**src/rtl/pmod_serial_tx.sv**
```systemverilog
// pmod_serial_tx: LSB-first serialiser for the inter-board PMOD link with a frame qualifier and mid-bit strobe.
// Define PMOD_TX_PARITY_EN to append an even-parity bit period after the payload.
module pmod_serial_tx #(
  parameter int DATA_WIDTH = 8,
  parameter int BIT_CYCLES = 2,
  parameter int GAP_BITS   = 1
) (
  input  logic                  i_Clk,
  input  logic                  i_Rst_L,
  input  logic                  i_TX_DV,
  input  logic [DATA_WIDTH-1:0] i_TX_Byte,
  output logic                  o_TX_Ready,
  output logic                  o_TX_Busy,
  output logic                  o_TX_Done,
  output logic                  o_PMOD_Data,
  output logic                  o_PMOD_Frame,
  output logic                  o_PMOD_Strobe
);
  localparam int CW   = (BIT_CYCLES > 1) ? $clog2(BIT_CYCLES) : 1;
  localparam int MAXB = (DATA_WIDTH > GAP_BITS) ? DATA_WIDTH : GAP_BITS;
  localparam int BW   = $clog2(MAXB + 1);
  localparam logic [CW-1:0] CNT_LAST = CW'(BIT_CYCLES - 1);
  localparam logic [CW-1:0] STB_PRE  = CW'(BIT_CYCLES / 2 - 1);
  localparam logic [BW-1:0] DAT_LAST = BW'(DATA_WIDTH - 1);
  localparam logic [BW-1:0] GAP_LAST = BW'(GAP_BITS - 1);

  typedef enum logic [2:0] {S_IDLE, S_START, S_DATA, S_PARITY, S_GAP} state_t;

  state_t                state;
  logic [CW-1:0]         cnt;
  logic [BW-1:0]         bit_idx;
  logic [DATA_WIDTH-1:0] hold, shift, shift_nx;
  logic                  framed, period_end, gap_last, load;
`ifdef PMOD_TX_PARITY_EN
  logic                  parity;
`endif

  assign shift_nx   = shift >> 1;
  assign framed     = (state == S_START) || (state == S_DATA) || (state == S_PARITY);
  assign period_end = (cnt == CNT_LAST);
  assign gap_last   = (state == S_GAP) && period_end && (bit_idx == GAP_LAST);
  // Holding register is full exactly while o_TX_Ready is low.
  assign load       = !o_TX_Ready && ((state == S_IDLE) || gap_last);

  always_ff @(posedge i_Clk or negedge i_Rst_L) begin
    if (!i_Rst_L) begin
      state         <= S_IDLE;
      cnt           <= '0;
      bit_idx       <= '0;
      hold          <= '0;
      shift         <= '0;
      o_TX_Ready    <= 1'b1;
      o_TX_Busy     <= 1'b0;
      o_TX_Done     <= 1'b0;
      o_PMOD_Data   <= 1'b1;
      o_PMOD_Frame  <= 1'b0;
      o_PMOD_Strobe <= 1'b0;
`ifdef PMOD_TX_PARITY_EN
      parity        <= 1'b0;
`endif
    end else begin
      o_TX_Done     <= gap_last;
      // Strobe lands when the registered count reaches BIT_CYCLES/2.
      o_PMOD_Strobe <= framed && (cnt == STB_PRE);
      if (i_TX_DV && o_TX_Ready) begin
        hold       <= i_TX_Byte;
        o_TX_Ready <= 1'b0;
      end
      if (load) begin
        state        <= S_START;
        cnt          <= '0;
        bit_idx      <= '0;
        shift        <= hold;
        o_TX_Ready   <= 1'b1;
        o_TX_Busy    <= 1'b1;
        o_PMOD_Data  <= 1'b0;
        o_PMOD_Frame <= 1'b1;
`ifdef PMOD_TX_PARITY_EN
        parity       <= ^hold;
`endif
      end else if (state != S_IDLE) begin
        cnt <= period_end ? '0 : cnt + 1'b1;
        if (period_end) begin
          case (state)
            S_START: begin
              state       <= S_DATA;
              o_PMOD_Data <= shift[0];
            end
            S_DATA: begin
              if (bit_idx != DAT_LAST) begin
                bit_idx     <= bit_idx + 1'b1;
                shift       <= shift_nx;
                o_PMOD_Data <= shift_nx[0];
              end else begin
`ifdef PMOD_TX_PARITY_EN
                state        <= S_PARITY;
                o_PMOD_Data  <= parity;
`else
                state        <= S_GAP;
                bit_idx      <= '0;
                o_PMOD_Data  <= 1'b1;
                o_PMOD_Frame <= 1'b0;
`endif
              end
            end
`ifdef PMOD_TX_PARITY_EN
            S_PARITY: begin
              state        <= S_GAP;
              bit_idx      <= '0;
              o_PMOD_Data  <= 1'b1;
              o_PMOD_Frame <= 1'b0;
            end
`endif
            S_GAP: begin
              if (bit_idx != GAP_LAST) begin
                bit_idx <= bit_idx + 1'b1;
              end else begin
                state     <= S_IDLE;
                bit_idx   <= '0;
                o_TX_Busy <= 1'b0;
              end
            end
            default: ;
          endcase
        end
      end
    end
  end
endmodule

```
**config.mk**
```make
export PLATFORM = sky130hd
export DESIGN_NAME = pmod_serial_tx
export DESIGN_NICKNAME = d
export VERILOG_FILES = /design/src/rtl/pmod_serial_tx.sv
export SDC_FILE = /design/constraint.sdc
export NUM_CORES = 1
export LEC_CHECK = 0
export BUFFER_PORTS_ARGS = -buffer_cell sky130_fd_sc_hd__buf_2
export CAP_MARGIN = 20
export CELL_PAD_IN_SITES_DETAIL_PLACEMENT = 2
export CELL_PAD_IN_SITES_GLOBAL_PLACEMENT = 2
export CORE_MARGIN = 4
export CORE_UTILIZATION = 39
export DETAILED_ROUTE_END_ITERATION = 16
export PLACE_DENSITY_LB_ADDON = 0.1
export SLEW_MARGIN = 20
export SYNTH_ARGS = -nofsm -noshare
export SYNTH_HDL_FRONTEND = slang
export SYNTH_SLANG_ARGS = --single-unit
```
**constraint.sdc**
```tcl
create_clock -name i_Clk -period 2.67 [get_ports i_Clk]
set_clock_uncertainty 0.05 [all_clocks]
set_input_delay 0.4005 -clock i_Clk [delete_from_list [all_inputs] [get_ports i_Clk]]
set_output_delay 0.4005 -clock i_Clk [all_outputs]
set_load 0.01 [all_outputs]
```
==> results of run 1 <==
==> worst max path at each step <==
stage | startpoint | cells after the start | end | slack (ns)
floorplan | o_TX_Ready | 5 | bit_idx[2] | 0.90
global placement | bit_idx[0] | 6 | o_PMOD_Frame | 0.68
detailed placement | bit_idx[0] | 6 | shift[0] | 0.54
CTS | bit_idx[0] | 6 | shift[0] | 0.43
global route | bit_idx[0] | 6 | shift[0] | 0.17
finish | bit_idx[0] | 6 | shift[0] | 0.40
==> registers in the layout (all words and copies together) (netlist names) <==
| register | count |
|---|---|
| hold | 8 |
| shift | 8 |
| bit_idx | 4 |
| state | 3 |
| cnt | 1 |
| o_PMOD_Data | 1 |
| o_PMOD_Frame | 1 |
| o_PMOD_Strobe | 1 |
| o_TX_Busy | 1 |
| o_TX_Done | 1 |
| o_TX_Ready | 1 |
==> through the flow <==
stage	hold slack [ns]	setup slack, ns	util [%]	cells	power (mW)
final	0.08499	0.3962	47.59	213	1.862
after global routing	0.1300	0.1734	47.59	213	2.003
after CTS	0.1105	0.4320	47.59	213	1.885
after detailed placement	0.4295	0.5439	43.72	205	1.283
after global placement	0.4144	0.6822	43.72	205	1.226
after floorplan	0.05491	0.8973	-	148	1.111
==> power groups by stage <==
| stage | logic (mW) | registers (mW) | clock network [mW] |
|---|---|---|---|
| final | 0.494 | 0.794 | 0.574 |
| after global routing | 0.554 | 0.827 | 0.622 |
| after CTS | 0.501 | 0.797 | 0.587 |
| after detailed placement | 0.483 | 0.800 | 0 |
| after global placement | 0.445 | 0.781 | 0 |
| after floorplan | 0.387 | 0.724 | 0 |
==> cell families (layout without fill, tap and decap cells) <==
kind of cell	Yosys count	count (layout)	share of synthesized area [%]
buffers and inverters	15	32	4.568
adders and majority gates	2	2	1.661
AOI/OAI and AO/OA	48	48	21.85
and+or+nand+nor	45	45	15.95
muxes	8	8	5.980
DFF	30	30	50.00
==> routing by layer <==
layer | routed length (µm) | global-route usage [%]
met1 | 1808 | 22.66
met2 | 1983 | 30.12
met3 | 180 | 6.043
met4 | 55 | 5.745
met5 | 0 | 0
==> layout make-up <==
cell class / count / area share, %
well taps: 48 / 3.421
flip-flops and latches: 30 / 42.91
repair buffers: 17 / 4.989
clock buffers: 6 / 4.704
inverters: 7 / 1.497
multi-input cells: 103 / 39.06
clock inverters: 2 / 3.421
==> critical path, cell delays in order (launching register included) <==
cell                      delay [ns]
sky130_fd_sc_hd__dfrtp_1        0.40
sky130_fd_sc_hd__inv_1          0.10
sky130_fd_sc_hd__ha_1           0.17
sky130_fd_sc_hd__nor3b_1        0.49
sky130_fd_sc_hd__a32oi_1        0.45
sky130_fd_sc_hd__o21ai_0        0.36
sky130_fd_sc_hd__a21oi_1        0.12
==> cells in the final DEF (no fill, tap or decap), types with 2 or more instances in the layout <==
cell type,instances
sky130_fd_sc_hd__a21oi_1,10
sky130_fd_sc_hd__a32oi_1,2
sky130_fd_sc_hd__a41oi_1,7
sky130_fd_sc_hd__and3b_1,2
sky130_fd_sc_hd__buf_2,16
sky130_fd_sc_hd__bufinv_16,2
sky130_fd_sc_hd__clkbuf_8,6
sky130_fd_sc_hd__dfrtp_1,28
sky130_fd_sc_hd__dfstp_2,2
sky130_fd_sc_hd__ha_1,2
sky130_fd_sc_hd__inv_1,7
sky130_fd_sc_hd__mux2_2,8
sky130_fd_sc_hd__nand2_1,9
sky130_fd_sc_hd__nand2b_1,4
sky130_fd_sc_hd__nand3_1,5
sky130_fd_sc_hd__nand3b_1,2
sky130_fd_sc_hd__nor2_1,13
sky130_fd_sc_hd__nor2b_1,2
sky130_fd_sc_hd__nor3_1,2
sky130_fd_sc_hd__nor3b_1,2
sky130_fd_sc_hd__o211ai_1,4
sky130_fd_sc_hd__o21ai_0,18
==> results.cfg, run 1 <==
[power_and_ir_drop]
clock_power_share_pct = 30.8
power.share.combinational_pct = 26.5
sequentialPowerShare_pct = 42.6
pwr_density_cell_nw_per_um2 = 1061
peak_supply_drop_uv = 467.8
power.switching_uw = 616.6
internal_power_mw = 1.245
power.share.switching_pct = 33.11
leakage_nw = 0.7453

[placement]
post_detailed_placement_half_perimeter_wirelength_um = 2655
gp_congestion = 0.7468
detailed_place.area_um2 = 1613
buffer_ports.inserted = 16

[clock_tree]
cts_htree_levels = 2
number_of_buffers_inserted_for_hold_repair_after_clock_tree_synthesis = 0
tritoncts.num_buffers = 5
clk_pin_slew_ns = 0.07
clock_tree_root_driver_cell = sky130_fd_sc_hd__clkbuf_8
post_cts.resized_instances = 0
cts_tree = done
clk_latency_ns = 0.29
cts_num_sinks = 30
clk_path_buf_depth = 2
postCtsSetupBuffers = 0

[grt]
grt_antenna_before_repair = 0
first_pass_grt_wire_length_um = 6927
grt_start_max_net_pins = 31
first_global_vias = 1362
grt_util_all_layers_pct = 18.31
global_route.overflow_total = 0

[synthesis]
synth_enable_flop_cells = 0
yosys_most_used_dff = sky130_fd_sc_hd__dfrtp_1
synth.top_cells.by_count = 28 x sky130_fd_sc_hd__dfrtp_1, 18 x sky130_fd_sc_hd__o21ai_0, 13 x sky130_fd_sc_hd__nor2_1
synth_top_cell_area_share_pct = 46.51
synth_cells = 148
synth_top_area_cells = sky130_fd_sc_hd__dfrtp_1 47%, sky130_fd_sc_hd__o21ai_0 6.0%, sky130_fd_sc_hd__mux2_2 6.0%
yosys_warning_count = 0
synth.cell_area_um2 = 1506
synth-seq-cells = 30
cell_type_contributing_the_most_total_cell_area_after_synthesis = sky130_fd_sc_hd__dfrtp_1
synth.most_common_cell = sky130_fd_sc_hd__dfrtp_1
post_synthesis_sequential_area_ratio_pct = 50.00
postSynthAreaPerCell_um2 = 10.18
synth_fp_nets = 161
netlist_cell_types = 33
share_of_synthesized_flip_flops_with_an_asynchronous_set_or_reset_pct = 100.0

[routing]
drt_pass1_iterations = 4
vias = 1209
via_per_inst = 5.676
drcViolationCount = 0
detail_route.wirelength_um = 4027
dr.first_iter.drc_count = 76
route.detailed.wl_per_inst_um = 18.91
final_antenna_net_count = 0

[floorplan]
boundaryPins = 17
die_height_um = 70.15
die_w_um = 70.15
fp.coreArea_um2 = 3689
initial_utilization_pct = 40.84
placement_rows = 22
die_area_um2 = 4921

[timing]
finalMaxSlewViolations = 0
fin_setup_tns_ns = 0
final.period_utilization_pct = 85.16
final_period_minus_worst_setup_slack_ns = 2.274
grt_setup_unrepaired = false
fmax_ghz = 0.4398
finalHoldViolCount = 0
slew_headroom_pct = 45.20
tightest_slew_ns = 0.8219
setup_viol = 0

[setup_path]
endpoint_arrival_time_on_the_critical_path_ns = 2.38
end_kind = flop
worst_r2r_path_depth = 6
rr_endpoint = shift[0]
path_max_fanout = 10
crit-reg2reg-launch = bit_idx[0]
crit_path_start_kind = flop
r2r_setup_slack_ns = 0.40
required_time_at_the_worst_slack_endpoint_ns = 2.78
critical_path_class = flop to flop

[cells_and_area]
layout_cells_sized_above_1_pct = 22.42
final_cell_area_um2 = 1755
seq_area_um2 = 753.2
multiInputGateArea_um2 = 685.7
layout-area-overhead-vs-synth_pct = 16.53
fill_cells = 386
fin_nets = 177
insertedDiodeCount = 0

[job]
max_cap_violations = 0

[min_path]
min-delay-path-class = input pin to async pin

[status]
status = finished clean
Note: power is estimated with default switching activity, not from simulation.
==> inputs of run 2 (changes only) <==
==> constraint.sdc (replaced) <==
create_clock -name i_Clk -period 2.67 [get_ports i_Clk]
set_clock_uncertainty 0.05 [all_clocks]
set_input_delay 0.267 -clock i_Clk [delete_from_list [all_inputs] [get_ports i_Clk]]
set_output_delay 0.267 -clock i_Clk [all_outputs]
set_load 0.01 [all_outputs]
==> run 2 against run 1 <==
Compared with the run above:
- cell area up 0.57%
- critical path depth unchanged
- clock power about the same
- die area unchanged
- sequential share of layout area down 0.24 points
- hold slack better by 0.034 ns
- fmax about the same
- via count up 0.25%
- global-route usage up 0.060 points
- clock-buffer cell count unchanged
- critical endpoint unchanged
==> results.cfg, run 2 (synthesis results as in run 1) <==
[power_and_ir_drop]
power.switching_uw = 616.9
clock_power_share_pct = 30.8
peak_supply_drop_uv = 467.7
p_total_mw = 1.863
power.share.combinational_pct = 26.6
pwr_density_cell_nw_per_um2 = 1055
leakage_nw = 0.7495
power.share.switching_pct = 33.11
sequentialPowerShare_pct = 42.6
internal_power_mw = 1.246

[routing]
detail_route.wirelength_um = 4037
vias = 1212
via_per_inst = 5.664
final_antenna_net_count = 0
drt_pass1_iterations = 4
route.detailed.wl_per_inst_um = 18.86
drcViolationCount = 0
dr.first_iter.drc_count = 85

[status]
status = finished clean

[job]
max_cap_violations = 0

[cells_and_area]
layout_cells_sized_above_1_pct = 22.29
leading_registers_by_flop_count = hold (8), shift (8), bit_idx (4)
layout-area-overhead-vs-synth_pct = 17.19
insertedDiodeCount = 0
instances_no_fill = 214
multiInputGateArea_um2 = 685.7
fin_nets = 178
fill_cells = 385
finalCoreUtilization_pct = 47.86
most-common-layout-cells = 28 x sky130_fd_sc_hd__dfrtp_1, 18 x sky130_fd_sc_hd__o21ai_0, 16 x sky130_fd_sc_hd__buf_2
seq_area_um2 = 753.2
commonest_non_fill_non_tap_cell_in_the_layout = sky130_fd_sc_hd__dfrtp_1

[timing]
grt_setup_unrepaired = false
final_period_minus_worst_setup_slack_ns = 2.274
fin_setup_tns_ns = 0
slew_headroom_pct = 45.22
finalMaxSlewViolations = 0
fmax_ghz = 0.4398
final.period_utilization_pct = 85.17
tightest_slew_ns = 0.8218
setup_viol = 0
finalHoldViolCount = 0

[setup_path]
critical-path-max-stage-delay_ns = 0.49
path_max_fanout = 10
crit_path_start_kind = flop
critical_path_buf_inv_count = 1
critical_path_class = flop to flop
category_of_cells_accounting_for_the_largest_share_of_critical_path_delay = compound AO/OA/AOI/OAI gates
end_kind = flop
endpoint_arrival_time_on_the_critical_path_ns = 2.38
required_time_at_the_worst_slack_endpoint_ns = 2.78
path_cells = inv_1 -> ha_1 -> nor3b_1 -> a32oi_1 -> o21ai_0 -> a21oi_1
cp_slowest_cell = sky130_fd_sc_hd__nor3b_1

[clock_tree]
clock_tree_root_driver_cell = sky130_fd_sc_hd__clkbuf_8
postCtsSetupBuffers = 0
number_of_buffers_inserted_for_hold_repair_after_clock_tree_synthesis = 1
cts_htree_levels = 2
clk_pin_slew_ns = 0.07
cts_num_sinks = 30
post_cts.resized_instances = 0
clk_path_buf_depth = 2
clk_latency_ns = 0.29
tritoncts.num_buffers = 5
cts_tree = done

[grt]
grt_util_all_layers_pct = 18.37
first_pass_grt_wire_length_um = 6955
global_route.overflow_total = 0
first_global_vias = 1374
grt_start_max_net_pins = 31
grt_antenna_before_repair = 0

[placement]
dp_cells = 205
gp_congestion = 0.7468
post_detailed_placement_half_perimeter_wirelength_um = 2655
buffer_ports.inserted = 16

[floorplan]
boundaryPins = 17
die_area_um2 = 4921
die_w_um = 70.15
placement_rows = 22
initial_utilization_pct = 40.84
die_height_um = 70.15
fp.coreArea_um2 = 3689

[min_path]
min-delay-path-class = input pin to flop
## run 2: cell types whose count changed in the layout (fill, tap and decap cells not counted), sizes merged
cell | before | now
dlygate4sd3 | 0 | 1
## run 2: cell type report
cell class | instances | share of cell area [%]
repair buffers | 18 | 5.528
flip-flops and latches | 30 | 42.66
inverters | 7 | 1.488
multi-input cells | 103 | 38.84
clock inverters | 2 | 3.402
well taps | 48 | 3.402
clock buffers | 6 | 4.678
## run 2: worst register-to-register path, cell delays in order, from the launching register on
cell and delay [ns]:
sky130_fd_sc_hd__dfrtp_1 0.40, sky130_fd_sc_hd__inv_1 0.10, sky130_fd_sc_hd__ha_1 0.17, sky130_fd_sc_hd__nor3b_1 0.49
sky130_fd_sc_hd__a32oi_1 0.45, sky130_fd_sc_hd__o21ai_0 0.36, sky130_fd_sc_hd__a21oi_1 0.12
## run 2: worst paths after layout
check / start / end / slack [ns] / cells after the start
hold / removal: i_TX_DV / o_TX_Ready / 0.12 / 2
setup / recovery: bit_idx[0] / shift[0] / 0.40 / 6
max in group asynchronous: i_Rst_L / shift[4] / 1.64 / 2
min in group asynchronous: i_Rst_L / state[2] / 0.49 / 2
hold reg to reg: hold[7] / shift[7] / 0.44 / 2
setup reg to reg: bit_idx[0] / shift[0] / 0.40 / 6
## run 2: per-stage QoR
| stage | instance area (µm²) | hold slack (ns) | worst slack (ns) |
|---|---|---|---|
| after floorplan | 1506 | -0.07859 | 0.8973 |
| after global placement | 1613 | 0.2884 | 0.6822 |
| after detailed placement | 1613 | 0.2960 | 0.5439 |
| after CTS | 1765 | 0.1108 | 0.4320 |
| after global routing | 1765 | 0.1110 | 0.1734 |
| final | 1765 | 0.1194 | 0.3960 |
## run 2: per-layer routing
layer | wire (µm) | vias to the layer above | part of all wire, % | GRT usage [%]
met5 | 0 | - | 0 | 0
met4 | 55 | 0 | 1.4 | 5.745
met3 | 180 | 6 | 4.5 | 6.043
met2 | 1988 | 23 | 49 | 30.33
met1 | 1813 | 605 | 45 | 22.66
li1 | - | 578 | - | -
## run 2: power by group through the flow
stage	sequential [mW]	clock [mW]	combinational (mW)
3_3_place_gp	0.781	0	0.445
3_5_place_dp	0.800	0	0.483
4_1_cts	0.797	0.587	0.502
2_1_floorplan	0.724	0	0.387
5_1_grt	0.827	0.622	0.555
6_report	0.794	0.574	0.495
